**config.mk**
```make
export PLATFORM = sky130hd
export DESIGN_NAME = seven_seg_display_ctrl
export DESIGN_NICKNAME = d
export VERILOG_FILES = /design/src/rtl/seven_seg_display_ctrl.sv
export SDC_FILE = /design/constraint.sdc
export NUM_CORES = 1
export LEC_CHECK = 0
export ABC_AREA = 1
export CAP_MARGIN = 20
export CORE_MARGIN = 2
export CORE_UTILIZATION = 25
export DETAILED_ROUTE_END_ITERATION = 8
export PLACE_DENSITY_LB_ADDON = 0.1
export RECOVER_POWER = 50
export SYNTH_ARGS = -nofsm -noshare
export SYNTH_HDL_FRONTEND = slang
export SYNTH_SLANG_ARGS = --single-unit
```
**constraint.sdc**
```tcl
create_clock -name base_scan_clock -period 3.9 [get_ports base_scan_clock]
set_input_delay 1.17 -clock base_scan_clock [delete_from_list [all_inputs] [get_ports base_scan_clock]]
set_output_delay 1.17 -clock base_scan_clock [all_outputs]
set_load 0.01 [all_outputs]
```
**src/rtl/seven_seg_display_ctrl.sv**
```systemverilog
// Four-digit common-anode seven-segment scan controller with anti-ghosting
// guard, per-frame PWM brightness, leading-zero suppression, per-digit blink
// and a double-buffered (shadow/active) update handshake.
module seven_seg_display_ctrl #(
    parameter int unsigned SLOT_LEN     = 16,
    parameter int unsigned BLANK_LEN    = 1,
    parameter int unsigned BLINK_FRAMES = 32
) (
    input  logic        base_scan_clock,
    input  logic        RESETn,
    input  logic        upd_valid,
    output logic        upd_ready,
    input  logic [15:0] upd_data,
    input  logic [3:0]  upd_dp,
    input  logic [3:0]  brightness,
    input  logic        lzs_en,
    input  logic [3:0]  blink_mask,
    output logic [3:0]  scan_out,
    output logic [7:0]  seg_out
);

    localparam int unsigned CNT_W     = $clog2(SLOT_LEN);
    localparam int unsigned FC_W      = $clog2(BLINK_FRAMES + 1);
    localparam int unsigned DRIVE_MAX = SLOT_LEN - BLANK_LEN;

    typedef enum logic [1:0] {
        SLOT_GUARD,
        SLOT_DRIVE,
        SLOT_DARK
    } slot_t;

    logic [1:0]       digit;
    logic [CNT_W-1:0] cnt;
    logic [3:0]       bright_q;
    logic [15:0]      active_data;
    logic [3:0]       active_dp;
    logic [15:0]      shadow_data;
    logic [3:0]       shadow_dp;
    logic             shadow_full;
    logic [FC_W-1:0]  frame_cnt;
    logic             blink_phase;

    slot_t            slot_state;
    logic             slot_end;
    logic             frame_start;
    logic             frame_end;
    logic             accept;
    logic [31:0]      on_len;
    logic [3:0]       cur_nib;
    logic             suppressed;
    logic             blinked;
    logic [6:0]       glyph;
    logic [3:0]       scan_nxt;
    logic [7:0]       seg_nxt;

    assign upd_ready = ~shadow_full;

    // Phase landmarks and handshake acceptance.
    always_comb begin
        slot_end    = (cnt == CNT_W'(SLOT_LEN - 1));
        frame_start = (digit == 2'd0) && (cnt == '0);
        frame_end   = (digit == 2'd3) && slot_end;
        accept      = upd_valid && ~shadow_full;
    end

    // Slot sub-state from the registered counter; DRIVE length clamps to the slot.
    always_comb begin
        on_len = (32'(bright_q) < DRIVE_MAX) ? 32'(bright_q) : DRIVE_MAX;
        if (32'(cnt) < BLANK_LEN)
            slot_state = SLOT_GUARD;
        else if (32'(cnt) < BLANK_LEN + on_len)
            slot_state = SLOT_DRIVE;
        else
            slot_state = SLOT_DARK;
    end

    // Current digit content, suppression/blink qualifiers and hex glyph (gfedcba, active-low).
    always_comb begin
        cur_nib    = 4'h0;
        suppressed = 1'b0;
        case (digit)
            2'd0: begin cur_nib = active_data[15:12]; suppressed = (active_data[15:12] == '0); end
            2'd1: begin cur_nib = active_data[11:8];  suppressed = (active_data[15:8]  == '0); end
            2'd2: begin cur_nib = active_data[7:4];   suppressed = (active_data[15:4]  == '0); end
            default: begin cur_nib = active_data[3:0]; suppressed = 1'b0; end
        endcase
        suppressed = suppressed && lzs_en;
        blinked    = blink_mask[digit] && blink_phase;
        case (cur_nib)
            4'h0: glyph = 7'h40;
            4'h1: glyph = 7'h79;
            4'h2: glyph = 7'h24;
            4'h3: glyph = 7'h30;
            4'h4: glyph = 7'h19;
            4'h5: glyph = 7'h12;
            4'h6: glyph = 7'h02;
            4'h7: glyph = 7'h78;
            4'h8: glyph = 7'h00;
            4'h9: glyph = 7'h10;
            4'hA: glyph = 7'h08;
            4'hB: glyph = 7'h03;
            4'hC: glyph = 7'h46;
            4'hD: glyph = 7'h21;
            4'hE: glyph = 7'h06;
            default: glyph = 7'h0E;
        endcase
    end

    // Next pin values: only an unblanked DRIVE cycle pulls anything low.
    always_comb begin
        scan_nxt = '1;
        seg_nxt  = '1;
        if (slot_state == SLOT_DRIVE && !suppressed && !blinked) begin
            scan_nxt = ~(4'b0001 << digit);
            seg_nxt  = {~active_dp[digit], glyph};
        end
    end

    // Scan phase: cnt within the slot, digit across the frame.
    always_ff @(posedge base_scan_clock or posedge RESETn) begin
        if (RESETn) begin
            cnt   <= '0;
            digit <= 2'd0;
        end else if (slot_end) begin
            cnt   <= '0;
            digit <= digit + 2'd1;
        end else begin
            cnt   <= cnt + CNT_W'(1);
        end
    end

    // Brightness latched once per frame; blink phase toggles every BLINK_FRAMES frames.
    always_ff @(posedge base_scan_clock or posedge RESETn) begin
        if (RESETn) begin
            bright_q    <= '0;
            frame_cnt   <= '0;
            blink_phase <= 1'b0;
        end else begin
            if (frame_start)
                bright_q <= brightness;
            if (frame_end) begin
                if (32'(frame_cnt) == BLINK_FRAMES - 1) begin
                    frame_cnt   <= '0;
                    blink_phase <= ~blink_phase;
                end else begin
                    frame_cnt   <= frame_cnt + FC_W'(1);
                end
            end
        end
    end

    // Double buffer: accept into shadow, promote to active only at a frame boundary.
    // Accept and promote never coincide since accept needs an empty shadow.
    always_ff @(posedge base_scan_clock or posedge RESETn) begin
        if (RESETn) begin
            shadow_data <= '0;
            shadow_dp   <= '0;
            shadow_full <= 1'b0;
            active_data <= '0;
            active_dp   <= '0;
        end else if (frame_end && shadow_full) begin
            active_data <= shadow_data;
            active_dp   <= shadow_dp;
            shadow_full <= 1'b0;
        end else if (accept) begin
            shadow_data <= upd_data;
            shadow_dp   <= upd_dp;
            shadow_full <= 1'b1;
        end
    end

    // Registered pins: one cycle behind the phase, glitch-free.
    always_ff @(posedge base_scan_clock or posedge RESETn) begin
        if (RESETn) begin
            scan_out <= '1;
            seg_out  <= '1;
        end else begin
            scan_out <= scan_nxt;
            seg_out  <= seg_nxt;
        end
    end

endmodule

```
; Word-level counts from Yosys, hierarchy flattened
; Memories as Yosys holds them, arrays and structs flattened.
; Cells that the tools add are included.
[totals]
rom_bits = 112
input_bits = 32
mem_count = 1
regBits = 70
out_inout_bits = 13
[classes]
reduce_logical = 18
n_lt_le_gt_ge = 4
n_eq_ne = 6
muxes = 15
bitwise_logic = 5
addsub = 4
shift = 1
[mem_list]
columns = memory, depth, word_bits, read_ports, rd_ports_with_merged_regs, wr, line
row1 = (name not given), 16, 7, 1, 0, 0, 89  ; case (cur_nib)
[ops]
columns = op, n
row1 = zero test 12 bit, 1
row2 = two-way mux 4 bit, 3
row3 = case mux 4 bit (3 select lines), 1
row4 = logical AND 1 bit, 8
row5 = zero test 4 bit, 2
row6 = zero test 8 bit, 1
row7 = two-way mux 8 bit, 1
row8 = "adder 6 x 1 -> 6 bit, second input constant", 1
row9 = "equality test 6 x 5 -> 1 bit, second input constant", 1
row10 = two-way mux 6 bit, 1
row11 = "adder 1 x 4 -> 5 bit, first input constant", 1
row12 = < comparator 4 x 5 -> 1 bit, 1
row13 = "adder 4 x 1 -> 4 bit, second input constant", 1
row14 = binary-select mux 1 bit (select 2 bit), 2
row15 = "equality test 2 x 1 -> 1 bit, second input constant", 2
row16 = "equality test 2 bit, second input constant", 2
row17 = "equality test 4 bit, second input constant", 1
row18 = "< comparator 4 x 1 -> 1 bit, second input constant", 1
row19 = "< comparator 4 bit, second input constant", 1
row20 = two-way mux 1 bit, 4
row21 = two-way mux 2 bit, 2
row22 = inverter 1 bit, 4
row23 = inverter 4 bit, 1
row24 = AND reduction 2 bit, 2
row25 = 7 further kinds, 8

; Depth between registers and ports, before layout
; Gate-level depths: netlist (run 1).
[logic_depth]
depth_word = 10
ltp_mapped = 13
depth_no_buf = 13

; Worst setup path before layout (run 1)
; Ideal clock, no wire load.
[synth_path]
path_kind = register to register
start = register digit[0]
end = register seg_out[3]
slack_ns = 1.659
t_arrival_ns = 2.161
required_ns = 3.820
stages_incl_launch_ff = 13
synth_period_minus_slack_ns = 2.241
setup_ns = 0.080
path_buffers = 0
path_cell_list = dfrtp_1 > inv_2 > ha_1 > nand2_1 > nand2_1 > o21ai_0 > inv_1 > ha_1 > nand3b_1 > nand3_1 > nand2_1 > inv_1 > nand2_1
[synth_via]
elab_chain_cells = 7
word_cells_on_any_way = 15
classes_between = eq/ne (2) / mux (5) / reduce/logical (7) / memory (1)
[synth_rtl]
columns = item, line
row1 = start: declaration, 32  ; logic [1:0] digit;
row2 = start signal: assignment, 126  ; digit <= digit + 2'd1;
row3 = branches (longest 6 deep; another with memory (16 x 7 bit)), -
row4 = two-way mux 8 bit (*), 113  ; if (slot_state == SLOT_DRIVE && !suppressed && !blinked) begin
row5 = named net seg_nxt[3], 54  ; logic [7:0] seg_nxt;
row6 = end signal: assignment, 179  ; seg_out <= seg_nxt;
row7 = end: declaration, 19  ; output logic [7:0] seg_out
; Mark *: on every way through the listed nets, which the timed path passes. The select of a mux whose other input is x is not followed.
; A chain may end at the register's enable or synchronous reset.

; Worst setup path in the final report (run 1)
[layout_path]
start = register cnt[0]
end = register active_data[13]
[layout_via]
elab_chain_cells = 3
[layout_rtl]
columns = item, line
row1 = start: declaration, 33  ; logic [CNT_W-1:0] cnt;
row2 = start signal: assignment, 128  ; cnt <= cnt + CNT_W'(1);
row3 = equality test 4 bit, 60  ; slot_end = (cnt == CNT_W'(SLOT_LEN - 1));
row4 = logical AND 1 bit, 62  ; frame_end = (digit == 2'd3) && slot_end;
row5 = logical AND 1 bit, 161  ; end else if (frame_end && shadow_full) begin
row6 = end signal: assignment, 162  ; active_data <= shadow_data;
row7 = end: declaration, 35  ; logic [15:0] active_data;
; Every way passes these cells.

==> impl_metrics.ini, run 1 <==
[global_routing]
gr-total-overflow = 0
grt.total_usage = 0.1122
grt_pass1_vias = 2632
grt_max_degree = 52
grt_pass1_wl_um = 13040
antenna_found_initial = 0

[logic_synthesis]
synth_area_um2 = 3535
yosysUniqueCellTypes = 31
yosysWarnings = 0
syn_inst = 404
synth_seq_cells = 70
synth-seq-area-share = 0.4998
synth_area_per_cell_um2 = 8.749
syn-num-nets = 455
yosys.area.top_type = dfrtp_1
synth.top_cell.area_share = 0.4106
ys_top_cells_by_area = dfrtp_1 41%, nand2_1 12%, dfstp_2 8.9%

[floorplan]
die_h_um = 122.9
coreArea_um2 = 13830
die_w_um = 122.9
die-area_um2 = 15110
std_cell_rows = 43
io_pins = 45
start_util = 0.2556

[sta]
relSlewSlack = 0.4565
clock_skew_ns = 0.008565
period_share = 0.7159
final.setup.worst_slack_ns = 1.108
clock.fmax_mhz = 358.2
worst_pin_slew_ns = 0.8143
min_period_ns = 2.792
hold_viol_final = 0
setup_viol = 0
drv_slew = 0
fin_tns_setup_ns = 0
rsz0062_at_grt = no

[cells_and_area]
final_cells = 638
num_antenna_cells = 0
drive_gt1_frac = 0.1266
design_area_um2 = 4403
area_growth_pct = 24.57
nNetsFinal = 505

[power]
p_int_mw = 1.194
p_comb_frac = 0.044
pwr-share-seq = 0.476
p_per_area_nw_per_um2 = 349.4
p_sw_uw = 344.0
netSwitchingFraction = 0.2236
p_leak_nw = 2.185
p_clk_frac = 0.480
p_total_mw = 1.538
vdd_ir_drop_max_mv = 0.1627

[clocking]
clock_path_buffers = 2
clk_pin_slew_ns = 0.06
cts_hold_buf = 0
clock_latency_ns = 0.33
cts_max_level = 3
cts_resized = 0
cts_root_buf = clkbuf_16
cts_buffers = 9
cts_tree = built
cts_sinks = 70
cts_setup_buffers = 0

[routing]
post_drt_wl_per_cell_um = 11.75
num_vias = 2595
drcViolationCount = 0
drt_iter0_markers = 104
dr.pass1.iters = 4
routed_wl_um = 7497
via_per_inst = 4.067
postRouteAntennaNets = 0

[worst_setup_path]
critical_path_class = reg -> reg
start_kind = flip-flop
crit_arrival_ns = 3.01
cp.required_ns = 4.11
worst_setup_path_end_kind = flip-flop
cp_max_fo = 32

[place]
dp.cells = 623
gp_congestion = 0.7582
place_area_um2 = 4178
io_buffers = 44
pre_cts_ws_ns = 1.068
place_hpwl_um = 5533

[run_status]
status = complete, no violations

[flow_run]
cap_violations = 0

[min_path]
hp-class = reg -> reg
## critical path: stages (launching register included)
cell and delay, ns:
dfrtp_1 0.41, ha_1 0.21, nand2_2 0.06, inv_1 0.07
nand2_1 0.14, nor2_1 0.52, clkinvlp_2 0.27, nor2_1 0.48
inv_4 0.28, nand2_1 0.16, o21ai_2 0.06
## power by group through the flow
| stage | logic [mW] | clock network (mW) | registers, mW |
|---|---|---|---|
| 6_report | 0.0676 | 0.738 | 0.733 |
| 5_1_grt | 0.0771 | 0.795 | 0.732 |
| 4_1_cts | 0.0706 | 0.763 | 0.733 |
| 3_5_place_dp | 0.0701 | 0 | 0.745 |
| 3_3_place_gp | 0.0695 | 0 | 0.745 |
| 2_1_floorplan | 0.0279 | 0 | 0.745 |
## sequential cells by signal (all words and copies together), names as in the netlist, 2 cells and up
| name | flops |
|---|---|
| active_data | 16 |
| active_dp | 4 |
| bright_q | 4 |
| cnt | 4 |
| digit | 2 |
| frame_cnt | 6 |
| scan_out | 4 |
| seg_out | 8 |
| shadow_data | 16 |
| shadow_dp | 4 |
## layout make-up
class	count	area [um^2]
Sequential cell	70	1767
Timing Repair Buffer	47	475.5
Multi-Input combinational cell	269	1451
Fill cell	1480	9424
Clock buffer	10	229.0
Clock inverter	5	37.54
Inverter	57	217.7
Tap cell	180	225.2
## cell usage in the layout, fill, tap and decap left out, types with 2 or more instances in the layout
master	instances
nand2_1	110
dfrtp_1	58
inv_1	54
nor2_1	43
clkdlybuf4s50_1	43
a21oi_1	24
ha_1	19
nand3_1	18
o21ai_2	16
o21ai_0	12
dfstp_2	12
clkbuf_16	9
mux2_2	6
xor2_1	5
nor3_1	4
nand2_2	2
nand3b_1	2
clkinvlp_4	2
clkinv_4	2
buf_4	2
## path summary, 6_finish.rpt
| check | slack, ns | startpoint | end | depth (start not counted) |
|---|---|---|---|---|
| max in group asynchronous | 1.70 | RESETn | shadow_data[0] | 3 |
| min in group asynchronous | 1.44 | RESETn | frame_cnt[4] | 2 |
| worst min-delay path | 0.46 | blink_phase | blink_phase | 1 |
| worst min register to register | 0.46 | blink_phase | blink_phase | 1 |
| worst max register to register | 1.11 | cnt[0] | active_data[13] | 10 |
| worst max-delay path | 1.11 | cnt[0] | active_data[13] | 10 |
## Yosys cell counts (all sizes together)
cell	number
nor3	4
xor2	5
clkbuf	3
buf	5
dfstp	12
o21ai	29
o21a	1
a21oi	24
o21bai	1
nand4	1
mux2	6
inv	57
ha	19
nand3b	2
nor2	44
xnor2	1
or2	1
nand3	18
nand2	112
dfrtp	58
o22ai	1
## kinds of logic (layout without fill, tap and decap cells)
kind of cell             after synthesis  after routing  share of synthesized area
flip-flops                            70             70                     0.4998
AND/OR/NAND/NOR                      182            182                     0.2195
buffers and inverters                 65            119                    0.07823
adder cells (fa/ha/maj)               19             19                    0.06726
AO/OA/AOI/OAI                         56             56                     0.1012
XOR/XNOR                               6              6                    0.01487
multiplexers                           6              6                    0.01911
## layer usage
layer / vias up / part of all wire / GRT usage
met1: 1185 / 0.51 / 0.1490
met5: - / 0 / 0
li1: 1359 / - / -
met3: 8 / 0.043 / 0.03367
met2: 43 / 0.44 / 0.1727
met4: 0 / 0.013 / 0.04095
## metrics by stage
stage | utilization | hold slack (ns)
detailed placement | 0.3021 | 0.4575
finish | 0.3184 | 0.4635
global route | 0.3184 | 0.4986
floorplan | - | 0.4420
global placement | 0.3021 | 0.4592
CTS | 0.3214 | 0.4669
No activity file was read; power rests on OpenSTA's default activity.
==> run 2: changes to the inputs <==
clock period = 2.25 ns   (was 3.9 ns; I/O delays follow)
==> run 2 against run 1 <==
  * Combinational power increased by 80%
  * Clock-buffer cell count did not move
  * Cell area up 2.3%
  * Setup slack got worse by 0.98 ns
  * Critical path type is now reg -> out
  * Clock power rose by 88%
  * Cell count is 1.1% higher
==> impl_metrics.ini, run 2 (same netlist as run 1, synthesis figures left out) <==
[run_status]
status = complete, no violations

[cells_and_area]
finish.utilization = 0.3258
layout_common_cells = 111 x nand2_1, 58 x dfrtp_1, 52 x inv_1
top_regs = active_data: 16 flops, shadow_data: 16 flops, seg_out: 8 flops
num_antenna_cells = 0
final_common_cell = nand2_1
nNetsFinal = 511
area_growth_pct = 27.43
drive_gt1_frac = 0.1505

[place]
place_hpwl_um = 5340
io_buffers = 44
gp_congestion = 0.8216

[power]
vdd_ir_drop_max_mv = 0.3391
pwr-share-seq = 0.456
p_sw_uw = 595.3
p_leak_nw = 2.227
netSwitchingFraction = 0.2140
p_comb_frac = 0.044
p_total_mw = 2.782
p_int_mw = 2.187
p_per_area_nw_per_um2 = 617.7
p_clk_frac = 0.500

[routing]
dr.pass1.iters = 4
drcViolationCount = 0
post_drt_wl_per_cell_um = 11.56
via_per_inst = 3.994
routed_wl_um = 7459
drt_iter0_markers = 106
num_vias = 2576
postRouteAntennaNets = 0

[sta]
setup_viol = 0
fin_hold_ws_ns = 0.4683
worst_pin_slew_ns = 0.9756
rsz0062_at_grt = no
period_share = 0.9435
relSlewSlack = 0.3496
hold_viol_final = 0
clock.fmax_mhz = 471.1
fin_tns_setup_ns = 0
min_period_ns = 2.123
drv_slew = 0
clock_skew_ns = 0.007914

[flow_run]
cap_violations = 0

[worst_setup_path]
cp_num_buf_inv = 2
critical_path_class = reg -> out
crit_arrival_ns = 1.45
start_kind = flip-flop
cp_max_fo = 4
critPathTopFamily = buffers and inverters
cp.required_ns = 1.57
worst_setup_path_end_kind = output pin
slowest_delay_ns = 0.58
crit_path_cell_trace = inv_1, clkdlybuf4s50_1
cpMaxStageDelayCell = clkdlybuf4s50_1

[clocking]
cts_resized = 0
clk_pin_slew_ns = 0.05
cts_setup_buffers = 0
cts_root_buf = clkbuf_16
cts_sinks = 70
cts_tree = built
cts_hold_buf = 0
clock_path_buffers = 2
cts_buffers = 9
clock_latency_ns = 0.33
cts_max_level = 3

[global_routing]
gr-total-overflow = 0
grt.total_usage = 0.1090
grt_pass1_vias = 2525
grt_max_degree = 71
grt_pass1_wl_um = 12640
antenna_found_initial = 0

[floorplan]
die-area_um2 = 15110
die_h_um = 122.9
die_w_um = 122.9
std_cell_rows = 43
coreArea_um2 = 13830
start_util = 0.2556
io_pins = 45

[min_path]
hp-class = reg -> reg
-- run 2: power by group through the flow --
| stage | registers, mW | logic [mW] | clock network (mW) |
|---|---|---|---|
| after floorplan | 1.29 | 0.0487 | 0 |
| after global placement | 1.29 | 0.125 | 0 |
| after detailed placement | 1.29 | 0.125 | 0 |
| after CTS | 1.27 | 0.126 | 1.44 |
| after global routing | 1.27 | 0.140 | 1.50 |
| final | 1.27 | 0.122 | 1.39 |
-- run 2: through the flow --
step	setup WS [ns]	instances	cell area, um^2
2_1_floorplan	0.009119	404	3538
3_3_place_gp	0.2060	628	4219
3_5_place_dp	0.1389	628	4219
4_1_cts	0.09545	644	4511
5_1_grt	0.008861	645	4504
6_report	0.1271	645	4504
-- run 2: final cells by class --
type	count	area (um^2)
multi-input cells	269	1486
well taps	180	225.2
clock inverters	6	62.56
flip-flops and latches	70	1767
clock buffers	10	229.0
fillers	1460	9323
inverters	57	222.7
repair buffers	53	511.7
-- run 2: per-layer routing --
layer | part of all wire | track usage | vias to the layer above | routed length, um
li1 | - | - | 1370 | -
met1 | 0.51 | 0.1498 | 1152 | 3788
met2 | 0.43 | 0.1578 | 42 | 3182
met3 | 0.046 | 0.03506 | 12 | 345
met4 | 0.019 | 0.04382 | 0 | 142
met5 | 0 | 0 | - | 0
-- run 2: final timing paths --
path | startpoint | endpoint | slack (ns) | cells after the start
min in group asynchronous | RESETn | shadow_data[0] | 1.18 | 3
worst max register to register | bright_q[0] | seg_out[4] | 0.22 | 13
worst max-delay path | shadow_full | upd_ready | 0.13 | 2
max in group asynchronous | RESETn | shadow_full | 0.45 | 3
worst min-delay path | blink_phase | blink_phase | 0.47 | 1
worst min register to register | blink_phase | blink_phase | 0.47 | 1
